[src/rtl/beat_sequencer.sv]
// beat_sequencer: tempo-divided beat counter with play/pause/stop/loop control for a tone/LED decoder.
module beat_sequencer #(
  parameter int BASE_DIV  = 25_000_000,
  parameter int LAST_BEAT = 64
) (
  input  logic        clk,
  input  logic        rst,
  input  logic        play,
  input  logic        pause,
  input  logic        stop,
  input  logic        loop,
  input  logic [1:0]  tempo,
  output logic [11:0] ibeatNum,
  output logic        en,
  output logic [1:0]  state,
  output logic        wrap,
  output logic        done
);
  typedef enum logic [1:0] {IDLE, PLAY, PAUSE, DONE} st_t;
  localparam logic [26:0] BASE = 27'(BASE_DIV);
  localparam logic [11:0] LAST = 12'(LAST_BEAT);
  st_t cur, nxt;
  logic [26:0] div_cnt, cnt_nxt, period;
  logic [11:0] beat_nxt;
  logic        wrap_nxt, done_nxt, terminal;
  assign period   = BASE >> tempo;
  assign terminal = div_cnt >= period - 27'd1;
  assign state    = cur;
  always_ff @(posedge clk or posedge rst) begin
    if (rst) begin
      cur      <= IDLE;
      div_cnt  <= '0;
      ibeatNum <= '0;
      en       <= 1'b0;
      wrap     <= 1'b0;
      done     <= 1'b0;
    end else begin
      cur      <= nxt;
      div_cnt  <= cnt_nxt;
      ibeatNum <= beat_nxt;
      en       <= nxt == PLAY || nxt == DONE;
      wrap     <= wrap_nxt;
      done     <= done_nxt;
    end
  end
  // stop overrides everything; pause in PLAY beats a coincident terminal count
  always_comb begin
    nxt      = cur;
    cnt_nxt  = div_cnt;
    beat_nxt = ibeatNum;
    wrap_nxt = 1'b0;
    done_nxt = 1'b0;
    if (stop) begin
      nxt      = IDLE;
      cnt_nxt  = '0;
      beat_nxt = '0;
    end else begin
      case (cur)
        IDLE, DONE: if (play) begin
          nxt      = PLAY;
          cnt_nxt  = '0;
          beat_nxt = '0;
        end
        PLAY: if (pause) nxt = PAUSE;
          else if (!terminal) cnt_nxt = div_cnt + 27'd1;
          else begin
            cnt_nxt = '0;
            if (ibeatNum < LAST - 12'd1) beat_nxt = ibeatNum + 12'd1;
            else if (loop) begin
              beat_nxt = '0;
              wrap_nxt = 1'b1;
            end else begin
              nxt      = DONE;
              beat_nxt = LAST;
              done_nxt = 1'b1;
            end
          end
        PAUSE: if (play) nxt = PLAY;
        default: nxt = cur;
      endcase
    end
  end
endmodule
[config.mk]
export PLATFORM = sky130hd
export DESIGN_NAME = beat_sequencer
export DESIGN_NICKNAME = d
export VERILOG_FILES = /design/src/rtl/beat_sequencer.sv
export SDC_FILE = /design/constraint.sdc
export NUM_CORES = 1
export LEC_CHECK = 0
export BUFFER_PORTS_ARGS = -buffer_cell sky130_fd_sc_hd__buf_4
export CAP_MARGIN = 30
export CORE_UTILIZATION = 35
export CTS_BUF_LIST = sky130_fd_sc_hd__clkbuf_8
export DETAILED_ROUTE_END_ITERATION = 8
export GPL_ROUTABILITY_DRIVEN = 0
export GPL_TIMING_DRIVEN = 0
export PLACE_DENSITY = 0.51
export SYNTH_ARGS = -nofsm -noshare
export SYNTH_HDL_FRONTEND = slang
export SYNTH_SLANG_ARGS = --single-unit
[constraint.sdc]
create_clock -name clk -period 2.3 [get_ports clk]
set_clock_uncertainty 0.2 [all_clocks]
set_input_delay 0.115 -clock clk [delete_from_list [all_inputs] [get_ports clk]]
set_output_delay 0.115 -clock clk [all_outputs]
set_load 0.05 [all_outputs]
==> impl_metrics.csv <==
group,metric,value,unit
route,wl_met1,3240,um
route,wl_met3,216,um
clock_network,clk_pin_slew,0.09,ns
synth,yosys.area.top_type_share,39.0,%
clock_network,cts_tree,"yes",
placed_design,hpwl,4700,um
route,ant_nets,0,
finish,layout.nets,402,
route,routedWlPerCell,14.6,um
critical_path,startpoint_type,"flop",
sta,final-setup-viol-count,43,
global_routing,grt_pass1_wl,11700,um
sta,rsz0062_at_grt,"true",
outcome,violations,"setup timing",
synth,synth-seq-cells,43,
synth,synthArstFlopShare,100,%
floorplan,core-area,7450,um^2
critical_path,critPathCaptureType,"flop",
placed_design,pre_cts_slack,-0.827,ns
synth,yosysTopAreaCell,"dfrtp_1",
route,dr_total_vias,2338,
global_routing,grt_pass1_vias,2409,
synth,synth_edf_count,0,
synth,syn_inst,303,
finish,final_core_util,51.4,%
finish,final_common_cell,"buf_4",
route,routed.top_layer,"met4",
floorplan,initial_utilization,37.0,%
floorplan,io_pins,25,
clock_network,clk_path_buf_depth,2,
power_and_ir_drop,leakage,0.00172,uW
floorplan,die_area,8230,um^2
route,drc_errors,0,
finish,fill_cells,715,
floorplan,die_x,90.7,um
flow_run,maxCapViolCount,0,
sta,slew_headroom,65.5,%
route,firstDrtPassIters,4,
sta,period_share,115,%
clock_network,clk_latency,0.30,ns
sta,tightest_slew,0.517,ns
global_routing,grt_util_all_layers,17.8,%
synth,netlist_top_cells_area,"dfrtp_1 39%, ha_1 12%, xor2_1 5.4%",
synth,netlist_area,2760,um^2
global_routing,antenna_found_initial,0,
synth,ys_seq_area_share,39.0,%
finish,area_growth,38.8,%
route,dr_wl_met2,3280,um
route,first_iter_violations,73,
critical_path,cp_max_fo,4,
clock_network,cts_root_buf,"clkbuf_8",
finish,ff_latch_area,1080,um^2
critical_path,arrival,2.69,ns
critical_path,timing.reg2reg.setup_slack,-0.35,ns
sta,hold_viol,0,
sta,setup_slack,-0.347,ns
finish,final_layout_size_suffix_gt1_share,33.9,%
route,routed_wl,6810,um
global_routing,overflow,0,
synth,yosysUniqueCellTypes,47,
finish,multi_input_area,1860,um^2
sta,slew_viol_final,0,
power_and_ir_drop,p_per_area,452,nW/um^2
worst_hold_path,hp-class,"input port to async pin",
critical_path,r2r_start,"div_cnt[22]",
outcome,outcome,"finished, violations left",
critical_path,r2r-end,"ibeatNum[3]",
critical_path,worstPathRequired,2.34,ns
floorplan,row_count,31,
placed_design,io_buffers,24,
clock_network,htree_levels,2,
sta,clock.fmax,378,MHz
synth,ys.flop_type,"dfrtp_1",
critical_path,path_class,"flop to flop",
floorplan,die_h,90.7,um
synth,avgSynthCellArea,9.10,um^2
finish,diodes,0,
synth,ys_warn_count,0,
finish,final_cell_mix,"46 x buf_4, 37 x dfrtp_1, 32 x nand2_1",
route,viasPerCell,5.00,
power_and_ir_drop,ir_worst_vdd,0.000226,V
clock_network,clock_sinks,43,
critical_path,reg2reg_depth,9,
global_routing,grt_max_degree,34,
clock_network,cts_buffers,5,
sta,min_period,2.65,ns
cell usage after synthesis (2+ instances only):
cell	instances
conb_1	2
a31oi_1	2
buf_4	2
a21oi_1	12
mux2_2	2
ha_1	26
and3_1	11
o21bai_1	2
dfrtp_1	43
or4b_1	2
inv_1	13
a2bb2oi_1	2
clkbuf_1	5
xor2_1	17
o21ai_0	11
nor4_1	2
a21o_1	2
nand4_1	7
nor3_1	6
xnor2_1	8
buf_2	3
nand2_1	32
nor2b_1	5
a211oi_1	3
nand3_1	17
nand2b_1	4
o211ai_1	5
nor2_1	38
worst max-delay path, stage by stage (launching register included):
cell and delay, ns:
dfrtp_1 0.39, ha_1 0.30, nand3_1 0.08, or3_4 0.40, a311oi_4 0.31, nor4_4 0.08, buf_6 0.14, buf_4 0.13
or4b_1 0.46, nand3_1 0.09
worst max-delay path by stage:
stage / end / from / cells after the start / slack [ns]
2_1_floorplan: ibeatNum[1] / tempo[1] / 12 / -0.26
3_3_place_gp: ibeatNum[7] / tempo[0] / 14 / -0.86
3_5_place_dp: ibeatNum[9] / tempo[0] / 14 / -0.83
4_1_cts: ibeatNum[3] / div_cnt[26] / 9 / -0.36
5_1_grt: ibeatNum[3] / div_cnt[26] / 9 / -0.47
6_report: ibeatNum[3] / div_cnt[22] / 9 / -0.35
report_power, final:
part	internal (uW)	switching (uW)
registers	763	10.8
clock network	317	278
logic	159	200
total	1240	488
state kept, by name, indices dropped and copies added, names as in the netlist:
register and count:
div_cnt 27, ibeatNum 12, done 1, en 1, state 1, wrap 1
cell families (layout without fill, tap and decap cells):
family | after synthesis | in the layout | synth area share, %
buffers and inverters | 24 | 89 | 3.95
adders and majority gates | 27 | 27 | 12.2
xor gates and xnor gates | 25 | 25 | 7.94
DFF | 43 | 43 | 39.0
other | 2 | 3 | 0.272
and+or+nand+nor | 131 | 131 | 23.5
muxes | 3 | 3 | 1.18
AOI/OAI and AO/OA | 48 | 48 | 11.9
routing by layer:
metal	vias up	GRT usage (%)
met3	4	2.78
met5	-	0
met4	0	5.51
met2	45	30.1
li1	1184	-
met1	1105	23.0
per-stage QoR:
stage	std cells	total power [uW]	instance area (um^2)	setup TNS, ns	hold slack [ns]
after floorplan	304	976	2920	-7.86	-0.0306
after CTS	462	1730	3700	-10.48	0.0965
after global routing	468	1800	3820	-15.99	0.138
after global placement	427	1050	3220	-33.34	0.125
final	468	1730	3820	-10.22	0.0993
after detailed placement	428	1060	3240	-32.16	-0.125
area by class of cell:
cell class	count	share of cell area [%]
repair buffers	58	13.2
well taps	99	3.24
clock buffers	5	1.80
clock inverters	3	0.981
inverters	13	1.28
plain buffers	10	2.62
multi-input cells	237	48.6
flip-flops and latches	43	28.3
repair_timing:
item | CTS | global route
hold buffers | 5 | 0
hold endpoints to repair | 48 | 0
gates cloned | 2 | 0
buffers inserted | 21 | 6
resized for setup | 32 | 15
setup endpoints to repair | 43 | 43
pin swaps | 22 | 8
Note: power is estimated with default switching activity, not from simulation.
